--- config.mk ---
export PLATFORM = sky130hd
export DESIGN_NAME = memory_game_ctrl
export DESIGN_NICKNAME = d
export VERILOG_FILES = /design/src/rtl/memgame_pkg.sv /design/src/rtl/cursor_nav.sv /design/src/rtl/memory_game_ctrl.sv
export SDC_FILE = /design/constraint.sdc
export NUM_CORES = 1
export LEC_CHECK = 0
export CORE_MARGIN = 2
export CORE_UTILIZATION = 50
export CTS_CLUSTER_DIAMETER = 50
export CTS_CLUSTER_SIZE = 40
export DETAILED_ROUTE_END_ITERATION = 8
export DONT_BUFFER_PORTS = 1
export PLACE_DENSITY = 0.62
export SYNTH_ARGS = -nofsm -noshare
export SYNTH_HDL_FRONTEND = slang
export SYNTH_SLANG_ARGS = --single-unit
--- constraint.sdc ---
create_clock -name clock -period 9.5 [get_ports clock]
set_clock_uncertainty 0.1 [all_clocks]
set_input_delay 1.9 -clock clock [delete_from_list [all_inputs] [get_ports clock]]
set_output_delay 1.9 -clock clock [all_outputs]
set_load 0.1 [all_outputs]
--- src/rtl/memgame_pkg.sv ---
// Shared types and constants for the card-matching game control path.
package memgame_pkg;

  // Control FSM states.
  typedef enum logic [2:0] {
    PICK1 = 3'd0,
    PICK2 = 3'd1,
    RD1   = 3'd2,
    RD2   = 3'd3,
    CMP   = 3'd4,
    HOLD  = 3'd5,
    OVER  = 3'd6
  } mg_state_t;

  // Bit positions inside the keys[3:0] pulse vector.
  localparam int unsigned KEY_UP    = 0;
  localparam int unsigned KEY_DOWN  = 1;
  localparam int unsigned KEY_LEFT  = 2;
  localparam int unsigned KEY_RIGHT = 3;

  // Width of the saturating move counter.
  localparam int unsigned MOVES_W = 16;

endpackage

--- src/rtl/cursor_nav.sv ---
// Grid cursor: row/col registers driven by arrow-key pulses, with
// fixed key priority and a per-instance wrap-or-clamp edge rule.
module cursor_nav
  import memgame_pkg::*;
#(
  parameter int unsigned ROWS = 6,
  parameter int unsigned COLS = 6,
  parameter int unsigned WRAP = 0,
  localparam int unsigned IDX_W = $clog2(ROWS * COLS)
) (
  input  logic             clock,
  input  logic             reset,
  input  logic             en,
  input  logic             clr,
  input  logic [3:0]       keys,
  output logic [IDX_W-1:0] idx
);

  localparam int unsigned ROW_W = $clog2(ROWS);
  localparam int unsigned COL_W = $clog2(COLS);
  localparam logic [ROW_W-1:0] ROW_MAX = ROW_W'(ROWS - 1);
  localparam logic [COL_W-1:0] COL_MAX = COL_W'(COLS - 1);

  logic [ROW_W-1:0] row, row_n;
  logic [COL_W-1:0] col, col_n;

  // Next position: clear wins, then one move per cycle, up > down > left > right.
  always_comb begin
    row_n = row;
    col_n = col;
    if (clr) begin
      row_n = '0;
      col_n = '0;
    end else if (en) begin
      if (keys[KEY_UP]) begin
        if (row != '0)       row_n = row - ROW_W'(1);
        else if (WRAP != 0)  row_n = ROW_MAX;
      end else if (keys[KEY_DOWN]) begin
        if (row != ROW_MAX)  row_n = row + ROW_W'(1);
        else if (WRAP != 0)  row_n = '0;
      end else if (keys[KEY_LEFT]) begin
        if (col != '0)       col_n = col - COL_W'(1);
        else if (WRAP != 0)  col_n = COL_MAX;
      end else if (keys[KEY_RIGHT]) begin
        if (col != COL_MAX)  col_n = col + COL_W'(1);
        else if (WRAP != 0)  col_n = '0;
      end
    end
  end

  // Position registers; the linear index is registered alongside them.
  always_ff @(posedge clock) begin
    if (reset) begin
      row <= '0;
      col <= '0;
      idx <= '0;
    end else begin
      row <= row_n;
      col <= col_n;
      idx <= IDX_W'(row_n) * IDX_W'(COLS) + IDX_W'(col_n);
    end
  end

endmodule

--- src/rtl/memory_game_ctrl.sv ---
// Card-matching game control: cursor, two-card selection, board RAM
// fetch, match/mismatch scoring, reveal window, move count, game over.
module memory_game_ctrl
  import memgame_pkg::*;
#(
  parameter int unsigned ROWS        = 6,
  parameter int unsigned COLS        = 6,
  parameter int unsigned SYM_W       = 5,
  parameter int unsigned WRAP        = 0,
  parameter int unsigned HOLD_CYCLES = 50_000_000,
  localparam int unsigned N          = ROWS * COLS,
  localparam int unsigned IDX_W      = $clog2(N)
) (
  input  logic               clock,
  input  logic               reset,
  input  logic [3:0]         keys,
  input  logic               A,
  output logic [IDX_W-1:0]   sym_addr,
  input  logic [SYM_W-1:0]   sym_data,
  output logic [IDX_W-1:0]   cursor,
  output logic [IDX_W-1:0]   card1Loc,
  output logic [IDX_W-1:0]   card2Loc,
  output logic [N-1:0]       LEDs,
  output logic [N-1:0]       found,
  output logic               match,
  output logic               mismatch,
  output logic [MOVES_W-1:0] moves,
  output logic               GO
);

  localparam int unsigned HC_W = (HOLD_CYCLES > 1) ? $clog2(HOLD_CYCLES) : 1;
  localparam logic [HC_W-1:0] HOLD_LOAD = HC_W'(HOLD_CYCLES - 1);
  localparam logic [MOVES_W-1:0] MOVES_MAX = '1;

  // Elaboration-time parameter sanity.
  if (N % 2 != 0) begin : g_odd_grid
    $error("memory_game_ctrl: ROWS*COLS must be even");
  end
  if (ROWS < 2 || COLS < 2) begin : g_small_grid
    $error("memory_game_ctrl: ROWS and COLS must be at least 2");
  end
  if (HOLD_CYCLES < 1) begin : g_bad_hold
    $error("memory_game_ctrl: HOLD_CYCLES must be at least 1");
  end

  function automatic logic [N-1:0] onehot(input logic [IDX_W-1:0] i);
    return N'(1) << i;
  endfunction

  mg_state_t          state, state_n;
  logic [IDX_W-1:0]   card1_n, card2_n;
  logic [N-1:0]       found_n, leds_n;
  logic [MOVES_W-1:0] moves_n;
  logic               match_n, mismatch_n, go_n;
  logic [HC_W-1:0]    hold_cnt, hold_n;
  logic [SYM_W-1:0]   sym1, sym1_n;
  logic               nav_en, nav_clr;
  logic               cursor_found;

  cursor_nav #(
    .ROWS (ROWS),
    .COLS (COLS),
    .WRAP (WRAP)
  ) u_nav (
    .clock (clock),
    .reset (reset),
    .en    (nav_en),
    .clr   (nav_clr),
    .keys  (keys),
    .idx   (cursor)
  );

  assign cursor_found = |(found & onehot(cursor));

  // Board RAM address: the two selected cards during the fetch, else the cursor.
  always_comb begin
    sym_addr = cursor;
    case (state)
      RD1:     sym_addr = card1Loc;
      RD2:     sym_addr = card2Loc;
      default: sym_addr = cursor;
    endcase
  end

  // Next-state and next-output logic.
  always_comb begin
    state_n    = state;
    card1_n    = card1Loc;
    card2_n    = card2Loc;
    found_n    = found;
    moves_n    = moves;
    match_n    = 1'b0;
    mismatch_n = 1'b0;
    hold_n     = hold_cnt;
    sym1_n     = sym1;
    nav_en     = 1'b0;
    nav_clr    = 1'b0;
    leds_n     = '0;
    go_n       = 1'b0;

    case (state)
      PICK1: begin
        nav_en = 1'b1;
        if (A && !cursor_found) begin
          card1_n = cursor;
          state_n = PICK2;
        end
      end
      PICK2: begin
        nav_en = 1'b1;
        if (A && !cursor_found && (cursor != card1Loc)) begin
          card2_n = cursor;
          state_n = RD1;
        end
      end
      RD1: state_n = RD2;
      RD2: begin
        sym1_n  = sym_data;
        state_n = CMP;
      end
      CMP: begin
        if (moves != MOVES_MAX) moves_n = moves + MOVES_W'(1);
        if (sym_data == sym1) begin
          found_n = found | onehot(card1Loc) | onehot(card2Loc);
          match_n = 1'b1;
          state_n = (&found_n) ? OVER : PICK1;
        end else begin
          mismatch_n = 1'b1;
          hold_n     = HOLD_LOAD;
          state_n    = HOLD;
        end
      end
      HOLD: begin
        if (hold_cnt == '0) state_n = PICK1;
        else                hold_n  = hold_cnt - HC_W'(1);
      end
      OVER: begin
        if (A) begin
          found_n = '0;
          moves_n = '0;
          nav_clr = 1'b1;
          state_n = PICK1;
        end
      end
      default: state_n = PICK1;
    endcase

    // Found cards plus whichever selections are currently on display.
    leds_n = found_n;
    if (state_n == PICK2 || state_n == RD1 || state_n == RD2 ||
        state_n == CMP || state_n == HOLD) begin
      leds_n = leds_n | onehot(card1_n);
    end
    if (state_n == RD1 || state_n == RD2 || state_n == CMP || state_n == HOLD) begin
      leds_n = leds_n | onehot(card2_n);
    end
    go_n = (state_n == OVER);
  end

  // State and registered outputs.
  always_ff @(posedge clock) begin
    if (reset) begin
      state    <= PICK1;
      card1Loc <= '0;
      card2Loc <= '0;
      found    <= '0;
      moves    <= '0;
      match    <= 1'b0;
      mismatch <= 1'b0;
      GO       <= 1'b0;
      LEDs     <= '0;
      hold_cnt <= '0;
      sym1     <= '0;
    end else begin
      state    <= state_n;
      card1Loc <= card1_n;
      card2Loc <= card2_n;
      found    <= found_n;
      moves    <= moves_n;
      match    <= match_n;
      mismatch <= mismatch_n;
      GO       <= go_n;
      LEDs     <= leds_n;
      hold_cnt <= hold_n;
      sym1     <= sym1_n;
    end
  end

endmodule

==> results.yml, run 1 <==
yosys:
  yosysWarnings: 0
  synth-adder-area-share_pct: 2.71
  yosysSeqAreaShare_pct: 35.2
  synth-edff-count: 0
  synth-simple-area-share_pct: 24.7
  synth_async_sr_flop_share_pct: 0
  synth_compound_area_share_pct: 20.6
  synth_top_family_by_area: "simple AND/OR/NAND/NOR gates"
  syn_area_um2: 8410
  synth_seq_cells: 148
  synthesis.nets: 1065
  synth_ff_type: "dfxtp_1"
  synth_cells: 1036
  synth-xor-area-share_pct: 5.00
  synth.distinct_cells: 77
  avgSynthCellArea_um2: 8.12
  muxShareOfSynthArea_pct: 6.63
route:
  dr.pass1.iters: 6
  drc_errors: 0
  ant_nets: 0
  vias: 8153
  wl_per_cell_um: 22.7
  viasPerCell: 6.53
  drt_iter0_drc: 916
  wl_um: 28300
sta:
  tns_ns: 0
  finalSetupViolCount: 0
  holdWs_ns: 0.389
  hold_violations: 0
  max_slew.worst_pin.slew_ns: 1.12
  min_period_ns: 4.90
  rsz0062_at_grt: "no"
  setup_ws_ns: 4.60
  maxSlewHeadroom_pct: 25.2
  finalMaxSlewViolations: 0
  max_freq_ghz: 0.204
  min_period_over_period_pct: 51.6
setup_path:
  worst_setup_path_end_kind: "register"
  rr_worst_depth: 9
  worstSetupStartpointType: "register"
  crit_path_cell_trace: "or4b_1 -> o311ai_0 -> a22oi_1 -> o311ai_1 -> or4_1 -> mux2_2 -> nor2_2 -> nand2_1 -> o221ai_1"
  critPathSlowestCell: "dfxtp_1"
  slowest_delay_ns: 1.06
  reg2reg_slack_ns: 4.60
  critPathKind: "reg2reg"
  cp.required_ns: 9.76
  crit_arrival_ns: 5.16
  cp_max_fo: 28
  r2r_start: "found[8]$_SDFF_PP0_"
  rr_endpoint: "LEDs[7]$_SDFF_PP0_"
die:
  die_w_um: 134
  start_util_pct: 50.9
  rows: 47
  ios: 127
  die_h_um: 134
  die_area_um2: 17900
  coreArea_um2: 16500
grt:
  grt_max_degree: 89
  grt_overflow: 0
  grt_use_total_pct: 31.8
  grt_first_pass_wirelength_um: 44000
  antenna_found_initial: 0
  grt_pass1_vias: 7614
clock_network:
  cts_post_setup_buffers_inserted: 0
  cts_max_level: 4
  clk_pin_slew_ns: 0.06
  cts_buffer_depth: 2
  clock_latency_ns: 0.44
  cts_sinks: 148
  cts_tree: "yes"
  cts-root-buf: "clkbuf_16"
  numCtsBuffers: 17
  hold_buffers: 0
  cts.repair.resized: 0
min_path:
  whs_path_depth: 2
  whs_endpoint: "hold_cnt[5]$_SDFFE_PP0P_"
  hp-class: "reg2reg"
  hold_start: "hold_cnt[5]$_SDFFE_PP0P_"
place:
  io_buffers: 0
  dp_cells: 1217
  hpwl_um: 19900
  globalplace.congestion: 0.929
  dpl-instance-area_um2: 8690
  dp_slack_ns: 4.68
cells_and_area:
  num-nets-final: 1045
  drive_above_1_share_pct: 11.7
  n_antenna_cell: 0
  fin_cells: 1249
  fillCellCount: 1571
  fin_area_um2: 9280
  area_growth_syn_to_layout_pct: 10.3
power:
  p_sw_mw: 0.937
  power.leakage_nw: 3.37
  power_frac_seq_pct: 34.5
  clkPwrFrac_pct: 31.1
  p_per_area_nw_per_um2: 238
  peakVddDrop_v: 0.000168
  power_frac_comb_pct: 34.5
  switching_share_pct: 42.5
  p_int_mw: 1.27
run_status:
  outcome: "completed"
run:
  maxCapViolCount: 0
## cells in the final DEF (no fill, tap or decap), types with 10 or more instances in the layout
| cell | count |
|---|---|
| nor2_1 | 144 |
| dfxtp_1 | 141 |
| a21oi_1 | 78 |
| nand2_1 | 56 |
| mux2i_1 | 39 |
| buf_4 | 38 |
| a31oi_1 | 35 |
| o22ai_1 | 35 |
| xnor2_1 | 30 |
| inv_1 | 27 |
| or3_1 | 27 |
| nor2b_1 | 27 |
| nor3_1 | 26 |
| nand3_1 | 23 |
| o21ai_0 | 23 |
| nand2b_1 | 22 |
| xor2_1 | 18 |
| clkbuf_16 | 17 |
| o21ai_1 | 15 |
| ha_1 | 15 |
| a221o_1 | 10 |
| a221oi_1 | 10 |
## synth_stat cells, drive strengths merged, types with 26 or more instances
library cell,number,share of area (%)
xnor2,30,3.1
buf,36,2.2
nor2b,27,2.0
o22ai,35,2.6
a31oi,35,2.6
o21ai,44,2.6
dfxtp,148,35
mux2i,40,4.8
or3,27,2.0
a21oi,79,4.7
clkbuf,41,1.8
nor3,26,1.5
inv,27,1.2
nand2,56,2.5
nor2,145,6.5
## area by class of cell
cell class	count	area [um^2]	area share [%]
Tap cell	220	275	2.96
Timing Repair Buffer	38	285	3.07
Sequential cell	148	2970	32.0
Inverter	27	101	1.09
Multi-Input combinational cell	784	5050	54.4
Clock buffer	21	480	5.18
Clock inverter	11	118	1.27
## stage by stage
stage	utilization [%]	power, mW
2_1_floorplan	-	1.37
3_3_place_gp	52.6	1.51
3_5_place_dp	52.6	1.52
4_1_cts	56.2	2.20
5_1_grt	56.2	2.29
6_report	56.2	2.21
## sequential cells by signal, summed over array words and instances (netlist names), 5 cells and up
register,count
u_nav.idx,5
sym1,5
found,36
card2Loc,6
hold_cnt,26
LEDs,36
card1Loc,6
moves,16
## worst max path at each step
stage / from / end / slack [ns] / cells past startpoint
finish: found[8]$_SDFF_PP0_ / LEDs[7]$_SDFF_PP0_ / 4.60 / 9
global route: found[12]$_SDFF_PP0_ / LEDs[14]$_SDFF_PP0_ / 4.25 / 9
CTS: found[8]$_SDFF_PP0_ / LEDs[7]$_SDFF_PP0_ / 4.68 / 9
detailed placement: found[8]$_SDFF_PP0_ / LEDs[7]$_SDFF_PP0_ / 4.68 / 9
global placement: found[8]$_SDFF_PP0_ / LEDs[7]$_SDFF_PP0_ / 4.75 / 9
floorplan: card1Loc[3]$_SDFF_PP0_ / sym_addr[3] / 3.68 / 4
## kinds of logic (layout without fill, tap and decap cells)
family | after synthesis | in the layout
buffers and inverters | 104 | 97
AND/OR/NAND/NOR | 400 | 400
flip-flops | 148 | 148
adder cells (fa/ha/maj) | 17 | 17
multiplexers | 51 | 51
XOR/XNOR | 48 | 48
AO/OA/AOI/OAI | 268 | 268
## worst max-delay path: cells and delay by family (launching register included)
| kind | cells | cell delay [ns] |
|---|---|---|
| simple gates | 4 | 2.19 |
| mux | 1 | 0.50 |
| compound gates | 4 | 0.97 |
| flops | 1 | 1.06 |
## power by group through the flow
| stage | Sequential, mW | Combinational, mW | Clock, mW |
|---|---|---|---|
| floorplan | 0.819 | 0.549 | 0 |
| detailed placement | 0.773 | 0.744 | 0 |
| global route | 0.766 | 0.813 | 0.714 |
| global placement | 0.772 | 0.740 | 0 |
| CTS | 0.759 | 0.750 | 0.689 |
| finish | 0.761 | 0.760 | 0.685 |
## metal layers
| layer | global-route usage [%] | vias up | wire [um] |
|---|---|---|---|
| li1 | - | 3726 | - |
| met1 | 38.9 | 3808 | 10900 |
| met2 | 49.4 | 493 | 12600 |
| met3 | 8.45 | 126 | 2900 |
| met4 | 20.7 | 0 | 1910 |
| met5 | 0 | - | 0 |
No activity file was read; power rests on OpenSTA's default activity.
==> inputs of run 2 (changes only) <==
--- a/config.mk
+++ b/config.mk
@@ -11,7 +11,7 @@
 export CTS_CLUSTER_SIZE = 40
 export DETAILED_ROUTE_END_ITERATION = 8
 export DONT_BUFFER_PORTS = 1
-export PLACE_DENSITY = 0.62
+export PLACE_DENSITY = 0.65
 export SYNTH_ARGS = -nofsm -noshare
 export SYNTH_HDL_FRONTEND = slang
 export SYNTH_SLANG_ARGS = --single-unit
==> constraint.sdc (replaced) <==
create_clock -name clock -period 4.2 [get_ports clock]
set_clock_uncertainty 0.1 [all_clocks]
set_input_delay 0.84 -clock clock [delete_from_list [all_inputs] [get_ports clock]]
set_output_delay 0.84 -clock clock [all_outputs]
set_load 0.1 [all_outputs]
==> run 2 against run 1 <==
Setup slack got worse by 4.3 ns; clock power rose by 140%; critical path depth did not move; global-route usage rose by 1.2 points; fmax rose by 25%; via count rose by 2.0%; sequential power rose by 130%; register-to-register slack got worse by 4.3 ns; sequential share of layout area fell by 1.9 points; critical path type unchanged; largest power group is now combinational cells.
==> results.yml, run 2 (same netlist as run 1, synthesis figures left out) <==
clock_network:
  clk_pin_slew_ns: 0.07
  cts_buffer_depth: 2
  cts_post_setup_buffers_inserted: 0
  numCtsBuffers: 17
  cts_sinks: 148
  clock_latency_ns: 0.44
  cts_max_level: 4
  cts-root-buf: "clkbuf_16"
  cts_tree: "yes"
cells_and_area:
  final_common_cell: "nor2_1"
  most-common-layout-cells: "nor2_1, dfxtp_1, buf_4"
  largest_registers: "LEDs x36, found x36, hold_cnt x26"
  fillCellCount: 1523
  drive_above_1_share_pct: 17.9
  n_antenna_cell: 0
  area_growth_syn_to_layout_pct: 17.4
  final_core_util_pct: 59.8
  num-nets-final: 1120
sta:
  hold_violations: 0
  setup_ws_ns: 0.280
  finalMaxSlewViolations: 0
  rsz0062_at_grt: "no"
  max_slew.worst_pin.slew_ns: 1.02
  maxSlewHeadroom_pct: 32.0
  min_period_ns: 3.92
  min_period_over_period_pct: 93.3
  max_freq_ghz: 0.255
  tns_ns: 0
  finalSetupViolCount: 0
setup_path:
  critPathKind: "reg2reg"
  crit_arrival_ns: 4.11
  cp_max_fo: 16
  cp.required_ns: 4.39
  reg2reg_slack_ns: 0.28
  path_buf_inv: 0
  cp_top_family: "compound AO/OA/AOI/OAI gates"
  critPathSlowestCell: "dfxtp_1"
  crit_path_cell_trace: "nor2b_1 -> a221oi_1 -> a2111oi_1 -> o2111ai_1 -> nor4_4 -> a211o_2 -> o22ai_1 -> a22oi_4 -> o221ai_1"
  slowest_delay_ns: 0.59
  worstSetupStartpointType: "register"
  worst_setup_path_end_kind: "register"
grt:
  grt_overflow: 0
  grt_max_degree: 89
  grt_first_pass_wirelength_um: 45300
  grt_use_total_pct: 33.0
  grt_pass1_vias: 7902
  antenna_found_initial: 1
run:
  maxCapViolCount: 0
die:
  start_util_pct: 50.9
  die_h_um: 134
  coreArea_um2: 16500
  rows: 47
  die_w_um: 134
  die_area_um2: 17900
  ios: 127
place:
  hpwl_um: 21800
  globalplace.congestion: 0.986
  io_buffers: 0
  dp_slack_ns: 0.00570
route:
  drc_errors: 0
  vias: 8317
  wl_um: 29600
  drt_iter0_drc: 990
  wl_per_cell_um: 22.4
  dr.pass1.iters: 5
  viasPerCell: 6.28
  ant_nets: 0
power:
  peakVddDrop_v: 0.000372
  power.leakage_nw: 3.78
  p_per_area_nw_per_um2: 525
  fin_total_pwr_mw: 5.19
min_path:
  hp-class: "in2reg"
run_status:
  outcome: "completed"
run 2: worst reg2reg max path, stage by stage, from the launching register on:
cell and delay [ns]:
dfxtp_1 0.59, nor2b_1 0.52, a221oi_1 0.17, a2111oi_1 0.58, o2111ai_1 0.29, nor4_4 0.48
a211o_2 0.27, o22ai_1 0.11, a22oi_4 0.46, o221ai_1 0.21
run 2: power breakdown:
group / total [mW] / internal, mW / switching (mW)
clock network: 1.62 / 0.951 / 0.669
logic: 1.81 / 0.588 / 1.23
registers: 1.75 / 1.48 / 0.275
total: 5.19 / 3.02 / 2.17
run 2: final cells by class:
| cell class | instances | area (um^2) | area share, % |
|---|---|---|---|
| Clock buffer | 17 | 425 | 4.30 |
| Clock inverter | 15 | 193 | 1.95 |
| Inverter | 27 | 101 | 1.03 |
| Multi-Input combinational cell | 784 | 5070 | 51.3 |
| Sequential cell | 148 | 2970 | 30.1 |
| Tap cell | 220 | 275 | 2.79 |
| Timing Repair Buffer | 113 | 848 | 8.58 |
run 2: what timing repair did:
item / CTS / global route
pin swaps: 0 / 0
gates resized for setup: 1 / 3
setup endpoints to repair: 2 / 36
hold buffers: 0 / 0
run 2: through the flow:
step | area (um^2) | hold WS (ns) | std cells
after global placement | 9250 | 0.375 | 1292
after detailed placement | 9250 | 0.388 | 1292
after floorplan | 8410 | 0.369 | 1036
after CTS | 9870 | 0.366 | 1324
final | 9880 | 0.394 | 1324
after global routing | 9880 | 0.367 | 1324
run 2: path summary, 6_finish.rpt:
kind | cells past startpoint | endpoint | startpoint
hold / removal | 1 | found[21]$_SDFF_PP0_ | reset
setup / recovery | 9 | LEDs[15]$_SDFF_PP0_ | card1Loc[1]$_SDFF_PP0_
hold reg to reg | 2 | hold_cnt[5]$_SDFFE_PP0P_ | hold_cnt[5]$_SDFFE_PP0P_
setup reg to reg | 9 | LEDs[15]$_SDFF_PP0_ | card1Loc[1]$_SDFF_PP0_
run 2: per-layer routing:
layer	part of all wire [%]	wire [um]	vias up	track usage (%)
met1	40	11700	3900	40.5
met2	46	13500	431	52.0
li1	-	-	3879	-
met5	0.027	8	-	0
met4	5.3	1560	2	17.5
met3	9.5	2810	105	10.3
==> inputs of run 3 (changes only) <==
--- a/config.mk
+++ b/config.mk
@@ -7,7 +7,6 @@
 export LEC_CHECK = 0
 export CORE_MARGIN = 2
 export CORE_UTILIZATION = 50
-export CTS_CLUSTER_DIAMETER = 50
 export CTS_CLUSTER_SIZE = 40
 export DETAILED_ROUTE_END_ITERATION = 8
 export DONT_BUFFER_PORTS = 1
==> results of run 3 <==
Same layout as run 2: the final DEF is identical, and so are final timing and power.
